### src/rtl/alarm_ctrl.sv
// Alarm controller upstream of the melody/beep player.
// Holds a validated BCD alarm time, compares it with the running BCD clock and
// drives the player's active-low ring request while ringing. Handles stop,
// snooze (cumulative, BCD minute/hour wrap) and an automatic ring timeout.
//
// Ports:
//   clk            system clock
//   rst            asynchronous active-high reset
//   time_num       current time, BCD {hh,mm,ss}
//   alarm_set_vld  1-cycle strobe: load alarm_set_num
//   alarm_set_num  requested alarm, BCD {hh,mm}
//   alarm_en       level: alarm function enabled
//   stop_key       1-cycle pulse: stop ringing / cancel snooze
//   snooze_key     1-cycle pulse: snooze while ringing
//   open1          active-low ring request to the player
//   alarm_num      stored alarm, BCD {hh,mm}
//   ringing        high while ringing
//   snoozed        high while snoozed
//   set_err        1-cycle pulse: rejected alarm_set_num
module alarm_ctrl #(
  parameter int unsigned CLK_HZ     = 24_000_000,
  parameter int unsigned RING_SEC   = 60,
  parameter int unsigned SNOOZE_MIN = 5
) (
  input  logic        clk,
  input  logic        rst,
  input  logic [23:0] time_num,
  input  logic        alarm_set_vld,
  input  logic [15:0] alarm_set_num,
  input  logic        alarm_en,
  input  logic        stop_key,
  input  logic        snooze_key,
  output logic        open1,
  output logic [15:0] alarm_num,
  output logic        ringing,
  output logic        snoozed,
  output logic        set_err
);

  localparam int unsigned TickW = (CLK_HZ > 1) ? $clog2(CLK_HZ) : 1;

  typedef enum logic [1:0] {StIdle, StArmed, StRinging, StSnooze} state_e;

  state_e           state_q, state_d;
  logic [15:0]      alarm_q, alarm_d;
  logic [15:0]      target_q, target_d;
  logic             match_q;
  logic             set_err_q;
  logic [TickW-1:0] tick_q, tick_d;
  logic [7:0]       sec_q, sec_d;

  logic match, trigger, set_ok, timeout;

  function automatic logic bcd_valid(input logic [15:0] v);
    logic hh_ok, mm_ok;
    hh_ok = ((v[15:12] < 4'd2) && (v[11:8] <= 4'd9)) ||
            ((v[15:12] == 4'd2) && (v[11:8] <= 4'd3));
    mm_ok = (v[7:4] <= 4'd5) && (v[3:0] <= 4'd9);
    return hh_ok && mm_ok;
  endfunction

  // Adds SNOOZE_MIN minutes to a valid BCD {hh,mm}, wrapping 23:59 -> 00:00.
  function automatic logic [15:0] add_snooze(input logic [15:0] t);
    logic [6:0] hr;
    logic [7:0] mn;
    hr = ({3'b000, t[15:12]} * 7'd10) + {3'b000, t[11:8]};
    mn = ({4'h0, t[7:4]} * 8'd10) + {4'h0, t[3:0]} + 8'(SNOOZE_MIN);
    if (mn >= 8'd60) begin
      mn = mn - 8'd60;
      hr = (hr == 7'd23) ? 7'd0 : hr + 7'd1;
    end
    return {4'(hr / 7'd10), 4'(hr % 7'd10), 4'(mn / 8'd10), 4'(mn % 8'd10)};
  endfunction

  assign match   = (time_num[23:8] == target_q) && (time_num[7:0] == 8'h00);
  assign trigger = match & ~match_q;
  assign set_ok  = alarm_set_vld & bcd_valid(alarm_set_num);
  // Fires on the last tick of the final second so the ring lasts RING_SEC*CLK_HZ cycles.
  assign timeout = (tick_q == TickW'(CLK_HZ - 1)) && (sec_q == 8'(RING_SEC - 1));

  always_comb begin
    state_d  = state_q;
    target_d = target_q;
    alarm_d  = alarm_q;
    if (!alarm_en) begin
      state_d = StIdle;
      if (state_q == StRinging || state_q == StSnooze) target_d = alarm_q;
    end else begin
      case (state_q)
        StIdle:  state_d = StArmed;
        StArmed: if (!set_ok && trigger) state_d = StRinging;
        StRinging: begin
          if (set_ok) begin
            state_d = StArmed;
          end else if (stop_key) begin
            state_d  = StArmed;
            target_d = alarm_q;
          end else if (snooze_key) begin
            state_d  = StSnooze;
            target_d = add_snooze(target_q);
          end else if (timeout) begin
            state_d  = StArmed;
            target_d = alarm_q;
          end
        end
        StSnooze: begin
          if (set_ok) begin
            state_d = StArmed;
          end else if (stop_key) begin
            state_d  = StArmed;
            target_d = alarm_q;
          end else if (trigger) begin
            state_d = StRinging;
          end
        end
        default: state_d = StIdle;
      endcase
    end
    // A valid set always reloads both the stored alarm and the compare target.
    if (set_ok) begin
      alarm_d  = alarm_set_num;
      target_d = alarm_set_num;
    end
  end

  // Ring timer only runs while staying in RINGING; cleared otherwise.
  always_comb begin
    tick_d = '0;
    sec_d  = '0;
    if (state_q == StRinging && state_d == StRinging) begin
      if (tick_q == TickW'(CLK_HZ - 1)) begin
        sec_d = sec_q + 8'd1;
      end else begin
        tick_d = tick_q + TickW'(1);
        sec_d  = sec_q;
      end
    end
  end

  always_ff @(posedge clk or posedge rst) begin
    if (rst) begin
      state_q   <= StIdle;
      alarm_q   <= 16'h0700;
      target_q  <= 16'h0700;
      match_q   <= 1'b0;
      set_err_q <= 1'b0;
      tick_q    <= '0;
      sec_q     <= '0;
    end else begin
      state_q   <= state_d;
      alarm_q   <= alarm_d;
      target_q  <= target_d;
      match_q   <= match;
      set_err_q <= alarm_set_vld & ~bcd_valid(alarm_set_num);
      tick_q    <= tick_d;
      sec_q     <= sec_d;
    end
  end

  assign ringing   = (state_q == StRinging);
  assign snoozed   = (state_q == StSnooze);
  assign open1     = ~ringing;
  assign alarm_num = alarm_q;
  assign set_err   = set_err_q;

endmodule

### config.mk
export PLATFORM = sky130hd
export DESIGN_NAME = alarm_ctrl
export DESIGN_NICKNAME = d
export VERILOG_FILES = /design/src/rtl/alarm_ctrl.sv
export SDC_FILE = /design/constraint.sdc
export NUM_CORES = 1
export LEC_CHECK = 0
export CAP_MARGIN = 25
export CORE_UTILIZATION = 25
export CTS_CLUSTER_SIZE = 28
export DETAILED_ROUTE_END_ITERATION = 8
export PLACE_DENSITY = 0.53
export SLEW_MARGIN = 20
export SYNTH_ARGS = -nofsm -noshare
export SYNTH_HDL_FRONTEND = slang
export SYNTH_SLANG_ARGS = --single-unit
### constraint.sdc
create_clock -name clk -period 7.79 [get_ports clk]
set_clock_uncertainty 0.15 [all_clocks]
set_input_delay 1.9475 -clock clk [delete_from_list [all_inputs] [get_ports clk]]
set_output_delay 1.9475 -clock clk [all_outputs]
set_load 0.005 [all_outputs]
=== Word level (Yosys, flattened, before mapping) ===
Cells that the tools add are included.

* Bits in registers: 69
* Bits in latches: 0
* RAM bits: 0
* ROM bits: 0
* Output and inout port bits: 20
* Memories: 0

* Add/sub/neg operators: 7
* Multipliers: 2
* Div/mod/pow operators: 4
* $lt $le $gt $ge: 6
* Equality and inequality tests: 13
* Shift-type cells: 0
* Multiplexer cells: 35
* Bitwise operators: 6
* Reductions and logical operators: 15

{| class="wikitable"
|+ Operators by type and width
! kind !! number
|-
| two-way mux 16 bit || 7
|-
| two-way mux 8 bit || 8
|-
| two-way mux 25 bit || 2
|-
| two-way mux 7 bit || 7
|-
| one-hot mux 16 bit (2 select lines) || 1
|-
| adder 25 x 1 -> 25 bit, second input constant || 1
|-
| == test 25 bit, second input constant || 1
|-
| two-way mux 2 bit || 9
|-
| == test 16 bit || 1
|-
| adder 8 x 1 -> 8 bit, second input constant || 1
|-
| adder 8 x 3 -> 8 bit, second input constant || 1
|-
| adder 8 x 4 -> 8 bit || 1
|-
| divider 8 x 4 -> 8 bit, second input constant || 1
|-
| == test 8 x 6 -> 1 bit, second input constant || 1
|-
| greater-or-equal comparator 8 x 6 -> 1 bit, second input constant || 1
|-
| <= comparator 4 bit, second input constant || 2
|-
| logical AND 1 bit || 8
|-
| zero test 8 bit || 1
|-
| modulo 8 x 4 -> 8 bit, second input constant || 1
|-
| one-hot mux 2 bit (4 select lines) || 1
|-
| subtractor 8 x 6 -> 8 bit, second input constant || 1
|-
| adder 7 x 1 -> 7 bit, second input constant || 1
|-
| adder 7 x 4 -> 7 bit || 1
|-
| divider 7 x 4 -> 7 bit, second input constant || 1
|-
| 21 further kinds || 28
|}

=== Logic depth before layout (Yosys ltp) ===
* Word-level depth: 16
* Mapped depth: 27
* Gate-level depth less buffers: 25

=== Worst setup path after synthesis ===
No wires, ideal clock.

* Kind: register -> register
* From: reg target_q[7]
* To: reg target_q[10]
* Library setup time: 77 ps
* Data arrival time: 5497 ps
* Data required time: 7563 ps
* Setup slack: 2065 ps
* Stages on the path, launching flop included: 24
* Buffers on the path: 2
* Cells stage by stage: dfrtp_1 -> ha_1 -> ha_1 -> inv_1 -> fa_1 -> and3b_1 -> o2bb2ai_1 -> xnor2_1 -> or3_1 -> buf_4 -> o22ai_1 -> a22oi_1 -> or4_1 -> a21boi_0 -> mux2i_1 -> a21oi_1 -> ha_1 -> clkbuf_1 -> or3_1 -> a21boi_0 -> nor4bb_1 -> a211o_1 -> mux2_1 -> a31oi_1

* Cells in the longest elaborated chain, start to end: 16

{| class="wikitable"
|+ RTL lines
! what !! RTL line !! text
|-
| from (decl) || 46 || <nowiki>logic [15:0] target_q, target_d;</nowiki>
|-
| from (signal assigned) || 152 || <nowiki>target_q <= target_d;</nowiki>
|-
| multiplier 4 x 3 -> 7 bit || 67 || <nowiki>mn = ({4'h0, t[7:4]} * 8'd10) + {4'h0, t[3:0]} + 8'(SNOOZE_MIN);</nowiki>
|-
| adder 8 x 4 -> 8 bit || 67 ||
|-
| adder 8 x 3 -> 8 bit || 67 ||
|-
| greater-or-equal comparator 8 x 6 -> 1 bit || 68 || <nowiki>if (mn >= 8'd60) begin</nowiki>
|-
| two-way mux 7 bit || 68 ||
|-
| two-way mux 7 bit || 98 || <nowiki>end else if (snooze_key) begin</nowiki>
|-
| two-way mux 7 bit || 95 || <nowiki>end else if (stop_key) begin</nowiki>
|-
| two-way mux 7 bit || 93 || <nowiki>if (set_ok) begin</nowiki>
|-
| two-way mux 7 bit || 89 || <nowiki>case (state_q)</nowiki>
|-
| two-way mux 7 bit || 85 || <nowiki>if (!alarm_en) begin</nowiki>
|-
| modulo 7 x 4 -> 7 bit || 72 || <nowiki>return {4'(hr / 7'd10), 4'(hr % 7'd10), 4'(mn / 8'd10), 4'(mn % 8'd10)};</nowiki>
|-
| two-way mux 16 bit || 98 ||
|-
| two-way mux 16 bit || 95 ||
|-
| one-hot mux 16 bit (2 select lines) || 89 ||
|-
| two-way mux 16 bit || 85 ||
|-
| two-way mux 16 bit || 120 || <nowiki>if (set_ok) begin</nowiki>
|}

No other way between the ends. The select of a mux whose other input is x is not followed.
A chain may end at the register's enable or synchronous reset.

=== Worst setup path in the final report ===
Same ends and word-level chain as after synthesis.

==> metrics.yaml <==
critical_path:
  r2r_end: "target_q[10]"
  reg2reg_from: "target_q[7]"
  rrSetupSlack_ns: 1.42
  crit_required_ns: 7.90
  slowest_delay_ns: 0.67
  critical-path-slowest-cell: "a211oi_1"
  crit_path_end: "target_q[10]"
  critPathCaptureType: "register"
  path_class: "register to register"
  arrival_ns: 6.48
  crit_top_cell: "ha_1"
  crit_chain: "ha_1, ha_1, ha_1, nor2_1, a211oi_2, a211oi_1, or3_1, o2111ai_2, xnor2_1, buf_4, or4_1, a21boi_0, mux2i_1, a21oi_1, ha_1, or3_1, a21boi_0, nor4bb_1, a211o_1, mux2_1, a31oi_1"
  reg2reg_depth: 21
  crit_start: "target_q[7]"
  cp-start-kind: "register"
  crit_fanout: 15
logic_synthesis:
  synth_nets: 704
  synthArstFlopShare: 1.000
  synth-edff-count: 0
  syn_inst: 631
  yosysUniqueCellTypes: 72
  synth-seq-area-share: 0.3318
  yosys_warnings: 0
  syn_area_per_cell_um2: 8.283
  yosysTopAreaCell: "dfrtp_1"
  synth_top_area_share: 0.3017
  yosysMostFrequentCell: "nor2_1"
  synth-seq-cells: 69
  synth_flop_cell: "dfrtp_1"
  netlist_top_cells_count: "nor2_1, nand2_1, dfrtp_1, xor2_1, a21oi_1"
  synthTopCellsByArea: "dfrtp_1, xor2_1, nor2_1"
  synth_area_um2: 5226
global_route:
  grtUsageMet2: 0.2194
  grt_pass1_wl_um: 24450
  antenna_found_initial: 0
  grt_use_total: 0.1437
  grt_start_max_net_pins: 70
  busiest_layer: "met2"
  grt_pass1_vias: 4546
  grt_use_met3: 0.02188
  use_met1: 0.2056
  grt.overflow.total: 0
routing:
  ant_nets: 0
  drtIter0Drc: 205
  wl_per_cell_um: 15.35
  viasPerCell: 4.887
  wirelength_um: 14860
  vias: 4731
  drt_pass1_iterations: 4
  drc: 0
die:
  row_count: 52
  die_y_um: 146.6
  io_pins: 66
  die_x_um: 146.6
  coreArea_um2: 20360
  dieArea_um2: 21490
  start_util: 0.2566
cts:
  cts_max_level: 3
  clock-sinks: 69
  numCtsBuffers: 9
  cts_hold_buf: 0
  clk_latency_ns: 0.34
  clock_path_buffers: 2
  cts_tree: "done"
  cts_root_buf: "clkbuf_16"
  clk_pin_slew_ns: 0.06
  cts_setup_buffers: 0
  cts_repair_resize_count: 0
timing:
  hold_viol_final: 0
  relSlewSlack: 0.4316
  final_max_slew_viol_count: 0
  setup-violations-final: 0
  worst_slew_pin_slew_ns: 0.8503
  fmax_mhz: 157.0
  rsz0062_at_grt: "no"
  timing.hold.ws_ns: 0.3242
  finalCriticalPeriod_ns: 6.367
  tns_ns: 0
  fin_crit_sh: 0.8174
final_layout:
  layout.nets: 766
  fillers: 2121
  area_delta_synth_final_pct: 24.68
  antenna_cells: 0
  stdcell_area_um2: 6516
  drive_gt1_frac: 0.05587
power_and_ir_drop:
  p_leak_nw: 2.697
  peakVddDrop_mv: 0.1473
  fin_total_pwr_mw: 2.070
  power.density_nw_per_um2: 317.6
outcome:
  status: "finished clean"
placement:
  gp_congestion: 0.8211
  dp_hpwl_um: 11060
  postPlaceCellArea_um2: 6180
  numPortBuffers: 65
worst_hold_path:
  holdCritPathClass: "register to register"
  holdPathStages: 2
run:
  max_cap_violations: 0
==> state kept, by name, indices dropped and copies added, names as in the netlist <==
signal / count
set_err: 1
state_q: 2
alarm_num: 16
sec_q: 8
target_q: 16
tick_q: 25
match_q: 1
==> power by group <==
| group | switching [mW] | internal (mW) |
|---|---|---|
| clock | 0.166 | 0.258 |
| sequential | 0.0427 | 0.393 |
| combinational | 0.732 | 0.478 |
| total | 0.941 | 1.13 |
==> how the worst min path moves through the flow <==
stage             startpoint       endpoint
2_1_floorplan   alarm_num[9]   alarm_num[9]
3_3_place_gp   alarm_num[10]  alarm_num[10]
3_5_place_dp   alarm_num[10]  alarm_num[10]
4_1_cts        alarm_num[10]  alarm_num[10]
5_1_grt        alarm_num[10]  alarm_num[10]
6_report       alarm_num[10]  alarm_num[10]
==> placed cells by master (no fill, tap or decap), types with 3 or more instances in the layout <==
master,Yosys,routed
nor4_1,10,10
o211ai_1,8,8
nand2b_1,5,5
or4_1,4,4
o22ai_1,5,5
nor2b_1,8,8
o221ai_1,4,4
nand4_1,4,4
and3_1,20,20
a211oi_1,7,7
a21boi_0,4,4
inv_1,22,21
a21o_1,6,6
nand3_1,24,24
a31oi_1,4,4
clkbuf_16,0,9
or3_1,3,3
xnor2_1,30,30
ha_1,23,23
dfstp_2,6,6
clkinvlp_4,0,3
dfrtp_1,63,63
o21ai_0,20,20
nand2_1,77,77
nor2_1,81,81
and2_1,10,10
nor3_1,17,17
a41oi_1,3,3
clkdlybuf4s50_1,0,65
xor2_1,39,39
a21oi_1,34,34
fa_1,4,4
mux2i_1,6,6
o21a_1,5,5
a22oi_1,5,5
buf_4,1,7
==> per-layer routing <==
metal / up-vias / part of all wire
li1: 2382 / -
met5: - / 0
met2: 83 / 0.44
met3: 16 / 0.035
met1: 2250 / 0.51
met4: 0 / 0.016
==> metrics by stage <==
step	util	std cells	setup WS, ns
after floorplan	-	631	2.065
after global placement	0.3035	951	1.655
after detailed placement	0.3035	951	1.513
after CTS	0.3186	967	1.457
after global routing	0.3200	968	0.9655
final	0.3200	968	1.423
==> final cells by class <==
cell class	instances	area, um^2	area share
Multi-Input combinational cell	518	3322	0.5098
Sequential cell	69	1734	0.2661
Timing Repair Buffer	73	730.7	0.1121
Tap cell	270	337.8	0.05184
Clock buffer	10	239.0	0.03667
Inverter	22	82.58	0.01267
Clock inverter	6	70.07	0.01075
==> kinds of logic after synthesis <==
group | count (synthesis) | synth area share
AO/OA/AOI/OAI | 138 | 0.1829
XOR/XNOR | 69 | 0.1156
adder cells (fa/ha/maj) | 29 | 0.07422
buffers and inverters | 44 | 0.03256
flip-flops | 69 | 0.3318
multiplexers | 7 | 0.01365
AND/OR/NAND/NOR | 275 | 0.2492
==> worst max-delay path: cells and delay by family (launching register included) <==
family | cells | cell delay, ns
XOR/XNOR | 1 | 0.17
buffers and inverters | 1 | 0.19
multiplexers | 2 | 0.48
AND/OR/NAND/NOR | 5 | 1.68
AO/OA/AOI/OAI | 8 | 1.87
adder cells (fa/ha/maj) | 4 | 1.27
flip-flops | 1 | 0.46
No activity file was read; power rests on OpenSTA's default activity.
